**src/rtl/core_v_mcu_axi_pkg.sv**
```systemverilog
// rtl/core_v_mcu_axi_pkg.sv - AXI4 channel types and encodings shared by the MCU fabric
package core_v_mcu_axi_pkg;

  localparam int AxiAddrWidth = 32;
  localparam int AxiDataWidth = 64;
  localparam int AxiIdWidth   = 4;
  localparam int AxiStrbWidth = AxiDataWidth / 8;

  localparam logic [1:0] BurstFixed = 2'b00;
  localparam logic [1:0] BurstIncr  = 2'b01;
  localparam logic [1:0] BurstWrap  = 2'b10;

  localparam logic [1:0] RespOkay   = 2'b00;
  localparam logic [1:0] RespSlverr = 2'b10;

  typedef struct packed {
    logic [AxiIdWidth-1:0]   id;
    logic [AxiAddrWidth-1:0] addr;
    logic [7:0]              len;
    logic [2:0]              size;
    logic [1:0]              burst;
  } axi_ax_t;

  typedef struct packed {
    logic [AxiDataWidth-1:0] data;
    logic [AxiStrbWidth-1:0] strb;
    logic                    last;
  } axi_w_t;

  typedef struct packed {
    logic [AxiIdWidth-1:0] id;
    logic [1:0]            resp;
  } axi_b_t;

  typedef struct packed {
    logic [AxiIdWidth-1:0]   id;
    logic [AxiDataWidth-1:0] data;
    logic [1:0]              resp;
    logic                    last;
  } axi_r_t;

  typedef struct packed {
    axi_ax_t aw;
    logic    aw_valid;
    axi_w_t  w;
    logic    w_valid;
    logic    b_ready;
    axi_ax_t ar;
    logic    ar_valid;
    logic    r_ready;
  } axi_req_t;

  typedef struct packed {
    logic   aw_ready;
    logic   ar_ready;
    logic   w_ready;
    axi_b_t b;
    logic   b_valid;
    axi_r_t r;
    logic   r_valid;
  } axi_resp_t;

endpackage

```
**src/rtl/core_v_mcu_pkg.sv**
```systemverilog
// rtl/core_v_mcu_pkg.sv - SRAM geometry and bridge FSM state encodings
package core_v_mcu_pkg;

  localparam int SramNumWords    = 16384;
  localparam int SramWordOffBits = 3;

  typedef logic [2:0] bridge_state_t;

  localparam bridge_state_t StIdle      = 3'd0;
  localparam bridge_state_t StWrite     = 3'd1;
  localparam bridge_state_t StWriteResp = 3'd2;
  localparam bridge_state_t StReadReq   = 3'd3;
  localparam bridge_state_t StReadData  = 3'd4;
  localparam bridge_state_t StReadResp  = 3'd5;

endpackage

```
**src/rtl/axi_burst_addr.sv**
```systemverilog
// rtl/axi_burst_addr.sv - next beat byte address and unsupported-burst detect
module axi_burst_addr
  import core_v_mcu_axi_pkg::*;
(
  input  logic [AxiAddrWidth-1:0] addr,
  input  logic [2:0]              size,
  input  logic [1:0]              burst,
  output logic [AxiAddrWidth-1:0] next_addr,
  output logic                    burst_err
);

  // INCR rolls over the full AXI address space; range checking happens downstream
  assign next_addr = (burst == BurstFixed) ? addr : addr + (AxiAddrWidth'(1) << size);
  assign burst_err = (burst == BurstWrap) || (burst == 2'b11);

endmodule

```
**src/rtl/axi_sram_bridge.sv**
```systemverilog
// rtl/axi_sram_bridge.sv - AXI4 slave to single-port SRAM bridge, one transaction in flight
module axi_sram_bridge
  import core_v_mcu_pkg::*;
  import core_v_mcu_axi_pkg::*;
#(
  parameter int NumWords  = SramNumWords,
  parameter int DataWidth = AxiDataWidth
) (
  input  logic                        clk_i,
  input  logic                        rst_ni,
  input  axi_req_t                    axi_req_i,
  output axi_resp_t                   axi_resp_o,
  output logic                        sram_req_o,
  output logic                        sram_we_o,
  output logic [$clog2(NumWords)-1:0] sram_addr_o,
  output logic [DataWidth-1:0]        sram_wdata_o,
  output logic [DataWidth/8-1:0]      sram_be_o,
  input  logic [DataWidth-1:0]        sram_rdata_i
);

  localparam int SramAddrWidth = $clog2(NumWords);
  localparam int WordAddrWidth = AxiAddrWidth - SramWordOffBits;

  bridge_state_t           state_q;
  logic [AxiIdWidth-1:0]   id_q;
  logic [AxiAddrWidth-1:0] addr_q;
  logic [7:0]              len_q;
  logic [7:0]              beat_q;
  logic [2:0]              size_q;
  logic [1:0]              burst_q;
  logic                    err_q;
  logic                    rr_read_q;
  logic                    ready_en_q;
  logic                    beat_ok_q;
  logic [DataWidth-1:0]    rdata_q;

  logic [AxiAddrWidth-1:0]  next_addr;
  logic                     burst_err;
  logic [WordAddrWidth-1:0] word_addr;
  logic                     in_range;
  logic                     beat_ok;
  logic                     last_beat;
  logic                     idle_rdy;
  logic                     both_valid;
  logic                     aw_ready;
  logic                     ar_ready;
  logic                     aw_hs;
  logic                     ar_hs;
  logic                     w_strobe;

  axi_burst_addr u_burst_addr (
    .addr      (addr_q),
    .size      (size_q),
    .burst     (burst_q),
    .next_addr (next_addr),
    .burst_err (burst_err)
  );

  assign word_addr = addr_q[AxiAddrWidth-1:SramWordOffBits];
  assign in_range  = word_addr < WordAddrWidth'(NumWords);
  assign beat_ok   = in_range && !burst_err;
  assign last_beat = (beat_q == len_q);

  // Readies stay low until the first clock after reset release
  assign idle_rdy   = (state_q == StIdle) && ready_en_q;
  assign both_valid = axi_req_i.aw_valid && axi_req_i.ar_valid;
  assign aw_ready   = idle_rdy && !(both_valid && rr_read_q);
  assign ar_ready   = idle_rdy && !(both_valid && !rr_read_q);
  assign aw_hs      = aw_ready && axi_req_i.aw_valid;
  assign ar_hs      = ar_ready && axi_req_i.ar_valid;

  assign w_strobe = (state_q == StWrite) && axi_req_i.w_valid && beat_ok;

  assign sram_req_o   = w_strobe || ((state_q == StReadReq) && beat_ok);
  assign sram_we_o    = w_strobe;
  assign sram_addr_o  = addr_q[SramWordOffBits +: SramAddrWidth];
  assign sram_wdata_o = axi_req_i.w.data;
  assign sram_be_o    = w_strobe ? axi_req_i.w.strb : '0;

  always_comb begin
    axi_resp_o          = '0;
    axi_resp_o.aw_ready = aw_ready;
    axi_resp_o.ar_ready = ar_ready;
    axi_resp_o.w_ready  = (state_q == StWrite);
    axi_resp_o.b_valid  = (state_q == StWriteResp);
    axi_resp_o.b.id     = id_q;
    axi_resp_o.b.resp   = err_q ? RespSlverr : RespOkay;
    axi_resp_o.r_valid  = (state_q == StReadResp);
    axi_resp_o.r.id     = id_q;
    axi_resp_o.r.data   = rdata_q;
    axi_resp_o.r.resp   = beat_ok_q ? RespOkay : RespSlverr;
    axi_resp_o.r.last   = last_beat;
  end

  always_ff @(posedge clk_i or negedge rst_ni) begin
    if (!rst_ni) begin
      state_q    <= StIdle;
      id_q       <= '0;
      addr_q     <= '0;
      len_q      <= '0;
      beat_q     <= '0;
      size_q     <= '0;
      burst_q    <= '0;
      err_q      <= 1'b0;
      rr_read_q  <= 1'b0;
      ready_en_q <= 1'b0;
      beat_ok_q  <= 1'b0;
      rdata_q    <= '0;
    end else begin
      ready_en_q <= 1'b1;
      case (state_q)
        StIdle: begin
          beat_q <= '0;
          err_q  <= 1'b0;
          if (aw_hs) begin
            id_q    <= axi_req_i.aw.id;
            addr_q  <= axi_req_i.aw.addr;
            len_q   <= axi_req_i.aw.len;
            size_q  <= axi_req_i.aw.size;
            burst_q <= axi_req_i.aw.burst;
            state_q <= StWrite;
          end else if (ar_hs) begin
            id_q    <= axi_req_i.ar.id;
            addr_q  <= axi_req_i.ar.addr;
            len_q   <= axi_req_i.ar.len;
            size_q  <= axi_req_i.ar.size;
            burst_q <= axi_req_i.ar.burst;
            state_q <= StReadReq;
          end
          // Only contested cycles flip priority, so back-to-back collisions alternate
          if (both_valid && ready_en_q) begin
            rr_read_q <= !rr_read_q;
          end
        end
        StWrite: begin
          if (axi_req_i.w_valid) begin
            if (!beat_ok || (axi_req_i.w.last != last_beat)) begin
              err_q <= 1'b1;
            end
            addr_q <= next_addr;
            beat_q <= beat_q + 8'd1;
            if (last_beat) begin
              state_q <= StWriteResp;
            end
          end
        end
        StWriteResp: begin
          if (axi_req_i.b_ready) begin
            state_q <= StIdle;
          end
        end
        StReadReq: begin
          beat_ok_q <= beat_ok;
          state_q   <= StReadData;
        end
        StReadData: begin
          rdata_q <= beat_ok_q ? sram_rdata_i : '0;
          state_q <= StReadResp;
        end
        StReadResp: begin
          if (axi_req_i.r_ready) begin
            if (last_beat) begin
              state_q <= StIdle;
            end else begin
              addr_q  <= next_addr;
              beat_q  <= beat_q + 8'd1;
              state_q <= StReadReq;
            end
          end
        end
        default: state_q <= StIdle;
      endcase
    end
  end

endmodule
```
**config.mk**
```make
export PLATFORM = sky130hd
export DESIGN_NAME = axi_sram_bridge
export DESIGN_NICKNAME = d
export VERILOG_FILES = /design/src/rtl/core_v_mcu_axi_pkg.sv /design/src/rtl/core_v_mcu_pkg.sv /design/src/rtl/axi_burst_addr.sv /design/src/rtl/axi_sram_bridge.sv
export SDC_FILE = /design/constraint.sdc
export NUM_CORES = 1
export LEC_CHECK = 0
export ABC_AREA = 0
export BUFFER_PORTS_ARGS = -buffer_cell sky130_fd_sc_hd__buf_2
export CORE_AREA = 2 2 159 161
export CTS_BUF_LIST = sky130_fd_sc_hd__clkbuf_8
export DETAILED_ROUTE_END_ITERATION = 6
export DIE_AREA = 0 0 161 163
export SYNTH_ARGS = -nofsm -noshare
export SYNTH_HDL_FRONTEND = slang
export SYNTH_HIERARCHICAL = 1
export SYNTH_SLANG_ARGS = --single-unit
export TNS_END_PERCENT = 1
```
**constraint.sdc**
```tcl
create_clock -name clk_i -period 7.7 [get_ports clk_i]
set_input_delay 0.77 -clock clk_i [delete_from_list [all_inputs] [get_ports clk_i]]
set_output_delay 0.77 -clock clk_i [all_outputs]
set_load 0.02 [all_outputs]
```
======== Yosys cells after proc, flatten, opt, wreduce, memory -nomap -nowiden ========
Cells that the tools add are included.
Widths: inputs -> output; s select.
storage, ports and cells
  logic and storage cells ................. 98
  bits in registers ....................... 128
  output and inout port bits .............. 170
  bits of input ports ..................... 242
cells by class
  reductions and logical operators ........ 32
  magnitude comparators ................... 1
  equality and inequality tests ........... 16
  shift operators ......................... 1
  $add $sub $neg .......................... 2
  muxes and demuxes ....................... 34
operators with widths
  operator              count
  $mux 32               6
  $pmux 32 s3           1
  $mux 64               1
  $mux 8                6
  $add 32x32->32        1
  $shl 1x3->32 const A  1
  $lt 29x15->1 const B  1
  $mux 3                8
  $pmux 8 s3            1
  $pmux 3 s6            1
  $logic_and 1x1->1     13
  $mux 2                5
  $reduce_and 5->1      2
  $add 8x1->8 const B   1
  $eq 8x8->1            1
  $mux 4                2
  $ne 2x2->1 const B    4
  $eq 3x2->1 const B    2
  $eq 3x3->1 const B    2
  $logic_not 1->1       5
  $eq 2x2->1 const B    2
  $ne 2x1->1 const B    2
  $reduce_and 2->1      2
  $reduce_and 4->1      1
  other kinds (11)      15

======== Logic depth before layout (Yosys ltp) ========
Gate-level depths: netlist (run 1).
  word-level depth ........................ 9
  gate-level depth with buffers ........... 12
  mapped depth without buffers ............ 11

======== Modules after synthesis ========
The synthesis (run 1) kept the hierarchy.
modules (own cells, without submodules)
  module           cells an instance  sequential area each (um^2)  area each (um^2)  times used
  axi_sram_bridge  785                3203.1                       6841.6            1
  axi_burst_addr   152                0.0                          1127.3            1

======== Worst setup path before layout (run 1) ========
Ideal clock, no wire load.
  path kind ............................... reg-to-output
  from .................................... register state_q[2]
  to ...................................... output sram_be_o[0]
  path buffers ............................ 1
  setup slack ............................. 4.914 ns
  cell stages (with the launch flop) ...... 6
  required time ........................... 6.930 ns
  arrival ................................. 2.016 ns
  cells stage by stage .................... dfrtp_1 -> clkbuf_1 -> nor2_1 -> nand2_1 -> nor3_1 -> and2_1
between the ends
  longest elaborated chain between the ends .. 4
ends and longest elaborated chain
  element                          RTL line                RTL
  start: declaration               axi_sram_bridge.sv:24   bridge_state_t state_q;
  start signal: assignment         axi_sram_bridge.sv:97   state_q <= StIdle;
  start signal: assignment         axi_sram_bridge.sv:121  state_q <= StWrite;
  start signal: assignment         axi_sram_bridge.sv:128  state_q <= StReadReq;
  $eq 3x1->1                       axi_sram_bridge.sv:72   assign w_strobe = (state_q == StWrite) && axi_req_i.w_valid && beat_ok;
  $logic_and 1x1->1 (2 in series)  axi_sram_bridge.sv:72
  via sram_we_o                    axi_sram_bridge.sv:14   output logic sram_we_o,
  $mux 8                           axi_sram_bridge.sv:78   assign sram_be_o = w_strobe ? axi_req_i.w.strb : '0;
  end: declaration                 axi_sram_bridge.sv:17   output logic [DataWidth/8-1:0] sram_be_o,
The timed path passes the listed nets, and every way through them passes these cells.

======== Worst setup path in the final report (run 1) ========
  from .................................... register state_q[1]
  to ...................................... register addr_q[13]
between the ends
  longest elaborated chain between the ends .. 6
  elaborated cells between the ends (all ways) .. 16
  classes of those cells .................. 6 x eq/ne; 2 x mux; 8 x reduce/logical
ends and longest elaborated chain
  element                                                           RTL line                                       RTL
  $logic_not 3->1                                                   axi_sram_bridge.sv:65, axi_sram_bridge.sv:111
  $logic_and 1x1->1                                                 axi_sram_bridge.sv:65                          assign idle_rdy = (state_q == StIdle) && ready_en_q;
  $logic_and 1x1->1, on equally long branches                       axi_sram_bridge.sv:67, axi_sram_bridge.sv:68
  $logic_and 1x1->1, on equally long branches                       axi_sram_bridge.sv:69, axi_sram_bridge.sv:70
  $ne 3x3->1 (no source line) or $mux 32 (tied branches)            --
  $reduce_and 5->1 (no source line) or $pmux 32 s3 (tied branches)  --
  end signal: assignment                                            axi_sram_bridge.sv:117                         addr_q <= axi_req_i.aw.addr;
  end signal: assignment                                            axi_sram_bridge.sv:124                         addr_q <= axi_req_i.ar.addr;
  end signal: assignment                                            axi_sram_bridge.sv:140                         addr_q <= next_addr;
  end: declaration                                                  axi_sram_bridge.sv:26                          logic [AxiAddrWidth-1:0] addr_q;
Several ways; a longest one is shown, not always the timed one.
A chain may end at the register's enable or synchronous reset.

==> summary by stage, run 1 <==
Synthesis
The dominant register cell in the synthesized netlist is sky130_fd_sc_hd__dfrtp_1. After synthesis, the netlist uses 57 different library cells. The flip-flop and latch count after synthesis is between 100 and 150. The top-area cell type share of the netlist area is 40.2%.

The share of flip-flops with an asynchronous set or reset is 100%. Synthesis handed over a netlist of roughly 940 instances. The synthesized design spends more area on one cell type than any other, namely sky130_fd_sc_hd__dfrtp_1. The share of the Yosys chip area taken by registers is about two fifths. A synthesized cell averages about 8.5 um2. The summed instance area of the synthesized netlist is approximately 8000 um2. By area the synthesized netlist is led by sky130_fd_sc_hd__dfrtp_1 (40%), sky130_fd_sc_hd__nand2_1 (11%), sky130_fd_sc_hd__buf_4 (8.6%), sky130_fd_sc_hd__o21ai_0 (6.1%), sky130_fd_sc_hd__mux2_2 (4.8%). The synthesis warning total is 6. The number of synthesized flops with an enable pin is 0.

Clock tree
The count of buffers added by post-CTS timing repair for setup is 0. The number of buffers inserted during clock tree synthesis is 17. In this run the number of H-tree levels came out at 4.

Once the clock tree was built, the resizer swapped 0 gates to a different size. The source-to-sink clock delay at the later pin of the worst-skew pair is 0.43 ns. TritonCTS built the clock tree. The cts-stage hold buffer count is 0. The clock-pin transition on the worst setup and hold timing paths is about 0.090 ns. The root buffer cell chosen for the clock tree is sky130_fd_sc_hd__clkbuf_8.

The longest clock path from root to sink contains 2 buffers. The number of sinks handled by clock tree synthesis is about 130.

Cells and area
Leaving out fill and tap cells, the most frequent cells in the layout are sky130_fd_sc_hd__buf_2 (280), sky130_fd_sc_hd__nand2_1 (237), sky130_fd_sc_hd__dfrtp_1 (127). In the final design database the tool counted 1,355 nets. The library cell used most frequently in the layout, excluding fill and tap cells, is sky130_fd_sc_hd__buf_2. 0 antenna diodes ended up in the layout. The layout has 2,620 filler cells.

The share of cells above drive strength 1 is between 30% and 40%. From synthesis to final layout, the design area changed by 17.7%.

Place
The worst-case setup slack after placement is 4.18 ns. The routability congestion estimate is between 0.8 and 0.9. Input and output buffers added on the ports amount to around 280. Detailed placement ended at an HPWL of approximately 16 mm.

Power and ir drop
The power density relative to cell area is 386 nW/um2. The switching power of the nets is around 1.6 mW. Per report_power, the combinational group accounts for 48.6% of the total. In this run, the clock network consumes 17.2% of the power.

The internal portion of the total power is 1.99 mW. VDD sags by at most around 0.00016 V. The part of the power in registers is 34.1%. Summed over all cells, the static leakage comes to between 4 and 5 nW. Net switching is 45.1% of the power.

Min path
The path class of the tightest hold or removal check is in -> async.

Setup path
STA classifies the critical path endpoint as a flop. The sum of buffers and inverters on the critical path is 2. The startpoint of the lowest-slack register-to-register path is state_q[1]$_DFFE_PN0P_. Counting buffers and inverters, the worst setup path is 7 cells deep. The worst register-to-register path has a setup slack of between 4 and 5 ns. The cell occurring most often along the worst timing path is sky130_fd_sc_hd__buf_4. For the worst flop-to-flop path, the logic depth is 7. The type of the worst setup path is reg -> reg. The highest-delay cell along the critical path is sky130_fd_sc_hd__nor3_1.

On the critical path the largest part of the delay comes from simple AND/OR/NAND/NOR gates. STA classifies the critical path startpoint as a flop. The critical path goes through nand2b_2 > buf_4 > or2_2 > nor3_1 > or4_1 > buf_4 > mux2_2. The arrival time of data at the critical path endpoint is about 3.8 ns. For the worst setup path, the data required time is 8.01 ns.

The largest fanout on the critical path is between 60 and 70. The endpoint identified for the worst register-to-register timing path is addr_q[13]$_DFFE_PN0P_. On the worst path, the slowest cell contributes a delay of 0.81 ns.

Die
The die covers roughly 26,000 um2. From bottom edge to top edge, the die measures between 150 and 200 um. The placeable core region is between 20,000 and 25,000 um2. In this run the horizontal extent of the chip is approximately 160 um. Row generation in the floorplan step produced between 50 and 60 rows. The number of top-level pins is 412.

The initial core utilization is between 30 and 40%.

Global route
The largest net degree at the start of global routing is 129. The number of global-route vias before repair is 6,522. The first global-routing pass estimated between 30 and 40 mm of wire. The total routing usage reported by global routing is between 15 and 20%. The total grt overflow is 0. The number of antenna violations at the first check in global routing is 0.

STA
Setup violations remaining at the end of the flow were counted as 0. The number of hold-slack violations in the final timing report is 0. The final worst hold slack is 0.304 ns. The final worst slack is roughly 4.2 ns. The normalized max-slew margin is between 20% and 30%.

For the pin with the worst max-slew slack, the measured transition is about 1.1 ns. The total count of max-transition violations in the final report was 0. Setup repair after global routing left no endpoint under its margin. Clock skew on the completed layout was measured at between 0.009 and 0.01 ns. Based on the critical path, the design can be clocked at up to roughly 280 MHz. The clock period minus worst slack is 3.53 ns. The worst path uses 45.8% of the clock period. Adding up every negative setup slack in the final design gives 0 ns.

Detailed routing
After detailed routing, the average wire length per cell comes to 14.7 um. The first detailed-routing pass ran for 4 iterations. Summing over every cut layer, the via total after detailed routing is 6,817. The final wirelength is roughly 21 mm. The post-route DRC violation count is 0. The number of violations reported at the end of detailed-routing iteration 0 is 477. The detail-routed via count per cell is 4.71. In this run the remaining antenna-violating nets after routing total 0.

Run
Max-cap violations in this run came to 0.

Run status
The flow ran to the end, and the final reports show no timing, DRC or antenna violations.
layout make-up:
cell class                      count  area, um2  area share (%)
Clock buffer                       17        234            2.49
Clock inverter                     15        189            2.01
Inverter                           12       45.0           0.480
Multi-Input combinational cell    654       3820            40.7
Sequential cell                   128       3200            34.2
Tap cell                          330        413            4.40
Timing Repair Buffer              290       1480            15.8
worst register-to-register path, stage by stage, from the launching register on:
cell	delay (ns)
sky130_fd_sc_hd__dfrtp_1	0.57
sky130_fd_sc_hd__nand2b_2	0.27
sky130_fd_sc_hd__buf_4	0.32
sky130_fd_sc_hd__or2_2	0.39
sky130_fd_sc_hd__nor3_1	0.81
sky130_fd_sc_hd__or4_1	0.23
sky130_fd_sc_hd__buf_4	0.40
sky130_fd_sc_hd__mux2_2	0.42
synth_stat cells (all sizes together), types with 2 or more instances:
cell,count
nand2,237
dfrtp,128
buf,105
o21ai,100
nor2,47
clkbuf,39
a31oi,35
mux2,35
xor2,20
mux2i,18
xnor2,18
a21oi,14
nand3,13
inv,12
nor3,11
and2,10
ha,9
or3,9
a2111oi,8
nor3b,7
nor4,6
a211oi,5
or4,5
nand2b,4
nand4,4
o31ai,4
a21o,3
and3,3
nor2b,3
o211ai,3
conb,2
nor4b,2
o2111ai,2
o21a,2
o2bb2ai,2
metal layers:
metal	track usage [%]	part of all wire (%)	vias to the layer above	wire (um)
li1	-	-	3416	-
met1	20.5	44	3184	9310
met2	27.4	49	181	10500
met3	3.31	4.8	36	1010
met4	5.28	1.9	0	403
met5	0	0	-	0
stage by stage:
stage | std cells | utilization, % | power (mW) | instance area (um2)
global placement | 1414 | 36.3 | 2.98 | 8960
finish | 1446 | 38.0 | 3.62 | 9380
CTS | 1446 | 38.0 | 3.67 | 9380
global route | 1446 | 38.0 | 3.92 | 9380
detailed placement | 1414 | 36.3 | 3.02 | 8960
floorplan | 938 | - | 2.62 | 7970
power by group through the flow:
stage               clock (mW)  sequential (mW)  combinational, mW
floorplan                    0             1.37               1.25
global placement             0             1.24               1.75
detailed placement           0             1.25               1.78
CTS                      0.648             1.24               1.78
global route             0.678             1.29               1.95
finish                   0.624             1.24               1.76
flip-flops by register name, indices dropped and copies added, names as in the netlist:
name and flops:
err_q 1, state_q 3, size_q 3, len_q 8, burst_q 2, addr_q 32
ready_en_q 1, rr_read_q 1, id_q 4, beat_ok_q 1, beat_q 8, rdata_q 64
worst max-delay path by stage:
stage	slack [ns]	to	start
floorplan	4.91	sram_be_o[0]	state_q[2]$_DFFE_PN0P_
global placement	4.27	addr_q[25]$_DFFE_PN0P_	state_q[1]$_DFFE_PN0P_
detailed placement	4.18	addr_q[13]$_DFFE_PN0P_	state_q[1]$_DFFE_PN0P_
CTS	4.10	sram_be_o[7]	addr_q[23]$_DFFE_PN0P_
global route	3.76	addr_q[8]$_DFFE_PN0P_	state_q[1]$_DFFE_PN0P_
finish	4.17	addr_q[13]$_DFFE_PN0P_	state_q[1]$_DFFE_PN0P_
cells by family after synthesis:
kind of cell / Yosys count / share of synthesized area (%)
simple gates: 367 / 19.9
other cells: 2 / 0.0942
xor+xnor: 38 / 4.18
mux: 53 / 7.25
flops: 128 / 40.2
buf+inv: 156 / 12.2
fa+ha+maj: 10 / 1.66
compound gates: 183 / 14.5
Note: power is estimated with default switching activity, not from simulation.
==> inputs of run 2 (changes only) <==
--- a/config.mk
+++ b/config.mk
@@ -7,10 +7,10 @@
 export LEC_CHECK = 0
 export ABC_AREA = 0
 export BUFFER_PORTS_ARGS = -buffer_cell sky130_fd_sc_hd__buf_2
-export CORE_AREA = 2 2 159 161
+export CORE_AREA = 2 2 161 163
 export CTS_BUF_LIST = sky130_fd_sc_hd__clkbuf_8
 export DETAILED_ROUTE_END_ITERATION = 6
-export DIE_AREA = 0 0 161 163
+export DIE_AREA = 0 0 163 165
 export SYNTH_ARGS = -nofsm -noshare
 export SYNTH_HDL_FRONTEND = slang
 export SYNTH_HIERARCHICAL = 1
==> constraint.sdc (replaced) <==
create_clock -name clk_i -period 3.1 [get_ports clk_i]
set_input_delay 0.31 -clock clk_i [delete_from_list [all_inputs] [get_ports clk_i]]
set_output_delay 0.31 -clock clk_i [all_outputs]
set_load 0.02 [all_outputs]
==> summary by stage, run 2 (synthesized netlist as in run 1, its figures left out) <==
Run
The max capacitance violation total is 0.

Die
The total die area is approximately 27,000 um2. Row generation in the floorplan step produced 58 rows. The core region is about 25,000 um2.

The height of the chip is approximately 170 um. The initial core utilization is 31.8%. Pin placement for this block handled 412 I/O pins. The die is 163 um wide.

Cells and area
More flip-flops sit in one register than any other, and that register is rdata_q. The filler cells instantiated in the layout total around 2,600. The register with the most flip-flops in the layout has 64 of them. The final standard cell utilization of the core is 38.0%. The share of cells above drive strength 1 is 34.7%. In the final layout, the registers with the most flip-flops are rdata_q x64, addr_q x32. Leaving out fill and tap cells, the most frequent cell in the layout is sky130_fd_sc_hd__buf_2. The synthesis-to-finish area growth is 19.5%. The post-route cell area is 9520 um2.

The post-layout instance count excluding filler cells is between 1,000 and 1,500. Leaving out fill and tap cells, the most frequent cells in the layout are sky130_fd_sc_hd__buf_2 (280), sky130_fd_sc_hd__nand2_1 (237), sky130_fd_sc_hd__dfrtp_1 (124). At the end of the flow, the number of nets in the layout was 1,367.

Clock tree
The number of buffers inserted during clock tree synthesis is 17. The source-to-sink clock delay at the later pin of the worst-skew pair is between 0.4 and 0.5 ns. The TritonCTS clock tree is done. No sink is reached through more buffers than the 2 on the longest clock path. After clock tree synthesis, the clock-pin slew on the worst setup and hold paths is 0.09 ns. The root buffer selected by CTS is sky130_fd_sc_hd__clkbuf_8. Counting every sink on the clock net gives between 100 and 150.

The H-tree was split into 4 levels.

Setup path
The worst setup path is captured at a flop. On the critical path the largest part of the delay comes from simple AND/OR/NAND/NOR gates. In this run the worst setup path begins at size_q[1]$_DFFE_PN0P_. The worst register-to-register path has a setup slack of 0.23 ns. In this run the critical register-to-register path is launched from size_q[1]$_DFFE_PN0P_. The sum of buffers and inverters on the critical path is 0.

The endpoint required time on the critical path is 3.42 ns. The arrival time of data at the critical path endpoint is between 3 and 4 ns. Walking the worst path, the cells encountered are nor3_1 > ha_1 > fa_1 > a211oi_1 > o21ai_2 > o21ai_4 > or4_1 > xnor2_1 > nor2_1 > a31oi_1 > mux2_2. The type of the worst setup path is reg -> reg. The highest-delay cell along the critical path is sky130_fd_sc_hd__or4_1. Of all nets on the critical path, the largest fanout is 10. The critical path launch point type is a flop. For this run, the slowest stage of the critical path takes 0.51 ns.

Detailed routing
Dividing the detail-routed via count by the number of cells gives 4.74. Dividing the detail-routed wire length by the instance count gives about 15 um. The detailed router placed just under 7,000 vias in this run. The number of violations reported at the end of detailed-routing iteration 0 is between 300 and 400. The count of nets left with antenna violations once routing finished came out at 0. The routed design has between 20 and 25 mm of wire. The post-route DRC violation count is 0. For this run, the detailed router's first-pass iteration total came to 4.

Place
Routability-driven placement finished with a final weighted congestion of a little over 0.8. After legalization and detailed placement, the total HPWL measured 16.5 mm. Including well taps, the total number of placed cells is approximately 1,400. Before CTS, the worst setup slack after placement is roughly 0.13 ns.

The count of buffers added on input and output ports is ~280. In this run the cell area measured after placement is roughly 9100 um2.

Global route
The first-pass GRT wire length is ~34 mm. The total grt overflow is 0. The largest net degree at the start of global routing is 65. In the global route stage, overall resource usage came out at around 16%.

The number of global-route vias before repair is ~6,500. The number of antenna violations at the first check in global routing is 2.

Power and ir drop
The part of the power in registers is 33.7%. The internal portion of total power is between 5 and 6 mW. The worst-case IR drop observed on VDD is roughly 0.00038 V. Per report_power, the clock group accounts for ~17% of the total.

Combinational logic burns a little under 50% of the power. Of the total power, the share spent switching nets is about 45%. The power density relative to cell area is roughly 950 nW/um2. The static leakage power is 4.56 nW.

The switching power of the nets is a little over 4 mW.

STA
After routing, the total negative slack on setup checks comes to 0 ns. Based on the critical path, the design can be clocked at up to 348 MHz. The clock arrives with 0.0179 ns of skew. The final worst slack is 0.226 ns. The worst path needs approximately 2.9 ns of the cycle, external delays included. The number of hold-slack violations in the final timing report is 0. The total count of max-transition violations in the final report is 0. The normalized max-slew margin is approximately 43%.

At the pin with the least slew margin, the transition time is between 0.8 and 0.9 ns. Setup violations remaining at the end of the flow were counted as 0. The post-route fraction of the period consumed by the critical path is between 90 and 100%.

Min path
The type of the tightest min-delay check is in -> reg. The worst hold path begins at sram_rdata_i[6].

Run status
The run finished with clean final reports.
run 2: cell count changes in the layout (fill, tap and decap cells not counted), moves of 2 or more:
cell | previous run | this run
sky130_fd_sc_hd__buf_12 | 0 | 3
sky130_fd_sc_hd__inv_8 | 4 | 2
sky130_fd_sc_hd__dfrtp_2 | 1 | 4
sky130_fd_sc_hd__buf_4 | 9 | 17
sky130_fd_sc_hd__dfrtp_1 | 127 | 124
run 2: path summary, 6_finish.rpt:
| kind | to | cells past startpoint |
|---|---|---|
| max | addr_q[16]$_DFFE_PN0P_ | 11 |
| min | rdata_q[6]$_DFFE_PN0P_ | 3 |
| max reg2reg | addr_q[16]$_DFFE_PN0P_ | 11 |
| min reg2reg | rdata_q[20]$_DFFE_PN0P_ | 2 |
| max in group asynchronous | beat_q[6]$_DFFE_PN0P_ | 3 |
| min in group asynchronous | rdata_q[38]$_DFFE_PN0P_ | 2 |
run 2: final cells by class:
class                   instances  area, um2  share of cell area (%)
multi-input cells             654       3830                    40.2
flip-flops and latches        128       3210                    33.7
repair buffers                302       1610                    16.9
well taps                     330        413                    4.34
clock buffers                  18        248                    2.60
clock inverters                14        166                    1.75
inverters                      12       45.0                   0.473
diodes                          1       2.50                  0.0263
run 2: power groups by stage:
stage	Sequential (mW)	Combinational, mW	Clock, mW
3_3_place_gp	3.06	4.46	0
5_1_grt	3.18	4.95	1.66
4_1_cts	3.05	4.53	1.59
3_5_place_dp	3.08	4.52	0
2_1_floorplan	3.41	3.10	0
6_report	3.06	4.49	1.54
run 2: metal layers:
| layer | global-route usage, % | wire (um) |
|---|---|---|
| met3 | 3.49 | 1100 |
| met1 | 20.5 | 9700 |
| met2 | 27.3 | 10900 |
| met5 | 0 | 13 |
| met4 | 5.63 | 421 |
run 2: worst reg2reg max path, delay by kind of cell (launching register included):
kind	cells	cell delay (ns)
muxes	1	0.29
and+or+nand+nor	3	0.82
xor gates and xnor gates	1	0.14
adders and majority gates	2	0.46
AOI/OAI and AO/OA	4	0.61
DFF	1	0.46
run 2: what timing repair did:
| item | in CTS | in global routing |
|---|---|---|
| hold endpoints to repair | 30 | 0 |
| setup endpoints to repair | 0 | 11 |
| setup buffers | 0 | 0 |
| resized for setup | 0 | 6 |
| hold buffers | 1 | 0 |
run 2: per-stage QoR:
step           hold slack (ns)  total power, mW
6_report                 0.112             9.09
5_1_grt                 0.0819             9.80
4_1_cts                 0.0683             9.18
3_5_place_dp             0.218             7.60
3_3_place_gp             0.213             7.52
2_1_floorplan           0.0144             6.51
